[src/rtl/tage_resolve_queue.sv]
// tage_resolve_queue: in-order buffer of TAGE fetch-time prediction metadata.
// On each branch resolution it pops the oldest entry, compares the outcome with
// the prediction and issues a registered one-cycle table update command
// (counter train, useful inc/dec, allocation, periodic useful reset).
// A mispredict flushes every younger wrong-path entry.
module tage_resolve_queue #(
    parameter int DEPTH             = 8,
    parameter int N_COMPONENTS      = 5,
    parameter int RESET_COUNTER_LEN = 18
) (
    input  logic        clk,
    input  logic        rst,
    input  logic        push_valid,
    output logic        push_ready,
    input  logic [31:0] push_pc,
    input  logic        push_taken,
    input  logic        push_alt_taken,
    input  logic [2:0]  push_provider,
    input  logic [2:0]  push_alternate,
    input  logic        resolve_valid,
    input  logic        resolve_taken,
    output logic        upd_valid,
    output logic [31:0] upd_pc,
    output logic [2:0]  upd_provider,
    output logic        upd_taken,
    output logic        upd_useful_inc,
    output logic        upd_useful_dec,
    output logic        upd_alloc,
    output logic [2:0]  upd_alloc_index,
    output logic        useful_reset,
    output logic        mispredict,
    output logic        empty,
    output logic        resolve_err
);

    localparam int PTR_W = $clog2(DEPTH);
    localparam logic [PTR_W:0] FULL_COUNT = (PTR_W+1)'(DEPTH);
    localparam logic [3:0]     LAST_COMP  = 4'(N_COMPONENTS - 1);
    localparam logic [15:0]    LFSR_SEED  = 16'hACE1;

    typedef struct packed {
        logic [31:0] pc;
        logic        taken;
        logic        alt_taken;
        logic [2:0]  provider;
        logic [2:0]  alternate;
    } entry_t;

    entry_t                 mem [DEPTH];
    logic [PTR_W-1:0]       head;
    logic [PTR_W-1:0]       tail;
    logic [PTR_W:0]         count;
    logic [15:0]            lfsr;
    logic [RESET_COUNTER_LEN-1:0] reset_cnt;

    logic   full;
    logic   resolve_fire;
    logic   push_fire;
    logic   mis;
    logic   useful_ok;
    logic   alloc_ok;
    logic [2:0] alloc_idx;
    logic [3:0] prov_p1;
    logic [3:0] prov_p2;
    logic [15:0] lfsr_next;
    entry_t head_entry;

    assign full       = (count == FULL_COUNT);
    assign empty      = (count == '0);
    assign push_ready = !full;
    assign head_entry = mem[head];

    // A resolve frees the head slot in the same cycle, so a push is accepted
    // even when full as long as it is paired with a resolve.
    assign resolve_fire = resolve_valid && !empty;
    assign push_fire    = push_valid && (!full || resolve_fire);

    // Decode the popped entry into the update command fields.
    always_comb begin
        mis       = resolve_fire && (resolve_taken != head_entry.taken);
        useful_ok = resolve_fire && (head_entry.provider != 3'd0)
                    && (head_entry.taken != head_entry.alt_taken);
        prov_p1   = {1'b0, head_entry.provider} + 4'd1;
        prov_p2   = {1'b0, head_entry.provider} + 4'd2;
        alloc_ok  = mis && ({1'b0, head_entry.provider} < LAST_COMP);
        alloc_idx = (lfsr[0] && (prov_p2 <= LAST_COMP)) ? prov_p2[2:0] : prov_p1[2:0];
        lfsr_next = {lfsr[0] ^ lfsr[2] ^ lfsr[3] ^ lfsr[5], lfsr[15:1]};
    end

    // Entry storage write port.
    // NOTE: the payload array is not reset; validity is tracked solely by
    // head/tail/count, so clearing it would only cost reset fan-out.
    always_ff @(posedge clk) begin
        if (push_fire) begin
            mem[tail] <= '{pc: push_pc, taken: push_taken, alt_taken: push_alt_taken,
                           provider: push_provider, alternate: push_alternate};
        end
    end

    // Queue pointers and occupancy; a mispredict discards everything, including a same-cycle push.
    always_ff @(posedge clk) begin
        if (rst) begin
            head  <= '0;
            tail  <= '0;
            count <= '0;
        end else if (mis) begin
            head  <= '0;
            tail  <= '0;
            count <= '0;
        end else begin
            if (resolve_fire) head <= head + PTR_W'(1);
            if (push_fire)    tail <= tail + PTR_W'(1);
            case ({push_fire, resolve_fire})
                2'b10:   count <= count + (PTR_W+1)'(1);
                2'b01:   count <= count - (PTR_W+1)'(1);
                default: count <= count;
            endcase
        end
    end

    // Allocation LFSR and useful-reset period counter advance once per accepted resolve.
    always_ff @(posedge clk) begin
        if (rst) begin
            lfsr      <= LFSR_SEED;
            reset_cnt <= '0;
        end else if (resolve_fire) begin
            lfsr      <= lfsr_next;
            reset_cnt <= reset_cnt + RESET_COUNTER_LEN'(1);
        end
    end

    // Sticky protocol error: resolve requested with nothing queued.
    always_ff @(posedge clk) begin
        if (rst) begin
            resolve_err <= 1'b0;
        end else if (resolve_valid && empty) begin
            resolve_err <= 1'b1;
        end
    end

    // Registered update command; pulse outputs are high for exactly one cycle per resolve.
    always_ff @(posedge clk) begin
        if (rst) begin
            upd_valid       <= 1'b0;
            upd_pc          <= '0;
            upd_provider    <= '0;
            upd_taken       <= 1'b0;
            upd_useful_inc  <= 1'b0;
            upd_useful_dec  <= 1'b0;
            upd_alloc       <= 1'b0;
            upd_alloc_index <= '0;
            useful_reset    <= 1'b0;
            mispredict      <= 1'b0;
        end else begin
            upd_valid      <= resolve_fire;
            upd_useful_inc <= useful_ok && !mis;
            upd_useful_dec <= useful_ok && mis;
            upd_alloc      <= alloc_ok;
            useful_reset   <= resolve_fire && (&reset_cnt);
            mispredict     <= mis;
            if (resolve_fire) begin
                upd_pc          <= head_entry.pc;
                upd_provider    <= head_entry.provider;
                upd_taken       <= resolve_taken;
                upd_alloc_index <= alloc_ok ? alloc_idx : 3'd0;
            end
        end
    end

endmodule

[config.mk]
export PLATFORM = sky130hd
export DESIGN_NAME = tage_resolve_queue
export DESIGN_NICKNAME = d
export VERILOG_FILES = /design/src/rtl/tage_resolve_queue.sv
export SDC_FILE = /design/constraint.sdc
export NUM_CORES = 1
export LEC_CHECK = 0
export BUFFER_PORTS_ARGS = -buffer_cell sky130_fd_sc_hd__buf_2
export CAP_MARGIN = 5
export CORE_AREA = 2 2 160 162
export DETAILED_ROUTE_END_ITERATION = 7
export DIE_AREA = 0 0 162 164
export GPL_TIMING_DRIVEN = 0
export PLACE_DENSITY = 0.78
export SYNTH_ARGS = -nofsm -noshare
export SYNTH_HDL_FRONTEND = slang
export SYNTH_SLANG_ARGS = --single-unit
[constraint.sdc]
create_clock -name clk -period 5.8 [get_ports clk]
set_clock_uncertainty 0.2 [all_clocks]
set_input_delay 0.87 -clock clk [delete_from_list [all_inputs] [get_ports clk]]
set_output_delay 0.87 -clock clk [all_outputs]
set_load 0.05 [all_outputs]
==> flow_summary.json <==
{
  "outcome": "complete, no violations",
  "finalSetupViolCount": 0,
  "synth.top_cell.area_share": 0.6031,
  "met2_usage": 0.3923,
  "yosys_warnings": 0,
  "grt_util_all_layers": 0.2342,
  "grt_pass1_vias": 7943,
  "routedWlPerCell_um": 22.57,
  "synth_edf_count": 296,
  "path_clk_slew_ns": 0.06,
  "grt_pass1_wl_um": 46220,
  "grt.overflow.total": 0,
  "post_cts_buffers": 0,
  "p_leak_nw": 5.659,
  "yosysTopAreaCell": "edfxtp_1",
  "synth_cell_types": 45,
  "dieArea_mm2": 0.02657,
  "synth_area_mm2": 0.01474,
  "worstPathRequired_ns": 6.00,
  "async_reset_ff_frac": 0,
  "avgSynthCellArea_um2": 17.59,
  "drive_gt1_frac": 0.2465,
  "period_minus_slack_ns": 3.363,
  "viasPerCell": 5.927,
  "critPathMaxFanout": 10,
  "num_rows": 58,
  "pwr_density_cell_mw_per_mm2": 448.4,
  "cts_tree": "built",
  "core-area_mm2": 0.02482,
  "ff2ff_setup_slack_ns": 2.44,
  "final_common_cell": "edfxtp_1",
  "start_util": 0.5939,
  "syn_inst": 838,
  "die_w_um": 162,
  "min_path_type": "flip-flop to flip-flop",
  "ys.flop_type": "edfxtp_1",
  "firstDrtPassIters": 5,
  "drc": 0,
  "fillers": 1596,
  "grt_max_degree": 26,
  "end_kind": "flip-flop",
  "areaGrowthSynthToFinish_pct": 15.81,
  "layout_common_cells": "edfxtp_1, buf_2, dfxtp_1, mux4_2, nor2_1",
  "slew_headroom": 0.3486,
  "syn-num-nets": 894,
  "antenna_left": 0,
  "ys_ff_latch": 389,
  "worst_slew_pin_slew_ns": 0.9771,
  "fp.dieH_um": 164,
  "slew_violations": 0,
  "hold_buffers": 0,
  "cts_root_buffer": "clkbuf_16",
  "final_core_util": 0.6877,
  "synthTopCellsByArea": "edfxtp_1, dfxtp_1, mux4_2",
  "arrival_ns": 3.57,
  "htree_levels": 2,
  "ir_drop_mv": 0.3868,
  "period_share": 0.5798,
  "hold_viol": 0,
  "top_usage_layer": "met2",
  "drt_iter0_markers": 770,
  "fin_nets": 1036,
  "clkSinkCount": 389,
  "worstSetupPathType": "flip-flop to flip-flop",
  "dp_hpwl_um": 19130,
  "num_vias": 7984,
  "place_inst": 1270,
  "synth-seq-area-share": 0.7294,
  "fmax_mhz": 297.4,
  "portBuffers": 88,
  "clk_latency_ns": 0.53,
  "rsz0062_at_grt": "false",
  "met3_usage": 0.04015,
  "drt_wl_total_um": 30400,
  "fin_setup_tns_ns": 0,
  "critPathLaunchType": "flip-flop",
  "routabilityCongestion": 0.7617,
  "ioPinCount": 93,
  "cts_buffers": 38,
  "gr-usage-met1": 0.3157,
  "antenna_found_initial": 7,
  "ctsResizeCount": 0,
  "fin_cells": 1347,
  "maxCapViolations": 0,
  "ctsLongestPathBuffers": 3
}
flip-flops by register name (all words and copies together), names as in the netlist, 3 cells and up, named ones only:
name,cells
lfsr,16
count,4
upd_alloc_index,3
mem,296
head,3
reset_cnt,18
upd_provider,3
upd_pc,32
tail,3
path summary, 6_finish.rpt:
check,startpoint,endpoint,cells after the start
worst max-delay path,flip-flop,upd_alloc_index[0],11
worst max register to register,flip-flop,upd_alloc_index[0],11
worst min-delay path,upd_alloc_index[2],upd_alloc_index[2],2
worst min register to register,upd_alloc_index[2],upd_alloc_index[2],2
cell families after synthesis:
| logic type | Yosys count | synth area share |
|---|---|---|
| AO/OA/AOI/OAI | 73 | 0.03421 |
| XOR/XNOR | 24 | 0.01426 |
| adder cells (fa/ha/maj) | 11 | 0.009847 |
| buffers and inverters | 55 | 0.01630 |
| flip-flops | 389 | 0.7294 |
| multiplexers | 117 | 0.1442 |
| AND/OR/NAND/NOR | 169 | 0.05178 |
routing by layer:
layer / vias to the layer above / share of wire
met1: 4087 / 0.41
met3: 56 / 0.063
met5: - / 0.00043
met2: 279 / 0.50
li1: 3560 / -
met4: 2 / 0.024
cell type report:
type                    count  area, um^2  share of cell area
clock inverters            12       105.1            0.006157
flip-flops and latches    389       10750              0.6298
repair buffers            102       673.1             0.03944
multi-input cells         394        3804              0.2228
clock buffers              58        1066             0.06245
well taps                 330       412.9             0.02419
inverters                  10       37.54            0.002199
diodes                      7       17.52            0.001026
plain buffers              45       202.7             0.01188
critical path: stages (launching register included):
cell      delay [ns]
dfxtp_1         0.31
clkbuf_1        0.27
buf_2           0.37
mux4_2          0.35
mux2i_1         0.46
inv_1           0.17
ha_1            0.23
nor2b_1         0.24
o21ai_0         0.11
mux2_2          0.28
a32oi_1         0.19
nor2_1          0.06
per-stage QoR:
step	total power [W]	hold slack (ns)	worst slack, ns	instance area, um^2
4_1_cts	0.007705	0.2579	2.438	17050
2_1_floorplan	0.004882	0.2321	1.326	14740
5_1_grt	0.007963	0.2846	2.200	17060
3_5_place_dp	0.005427	0.2484	2.463	15880
6_report	0.007654	0.2587	2.437	17070
3_3_place_gp	0.005355	0.2411	-1.582	15590
report_power, final:
group | leakage, nW | total, W | switching [W] | internal [W]
clock network | 0.564 | 0.00229 | 0.00100 | 0.00129
registers | 3.45 | 0.00343 | 0.000152 | 0.00328
logic | 1.65 | 0.00193 | 0.00125 | 0.000682
synthesized netlist by cell type, drive strengths merged, types with 4 or more instances:
cell type	instances
xor2	8
edfxtp	296
or3	4
mux4	74
a211oi	36
nand2	50
ha	10
nand3b	8
a21oi	20
buf	20
mux2i	42
o21ai	5
nor3	7
inv	10
xnor2	16
nand3	5
nand4	5
dfxtp	93
nand2b	8
nor2	70
clkbuf	25
Power figures use the tool's default switching activity.
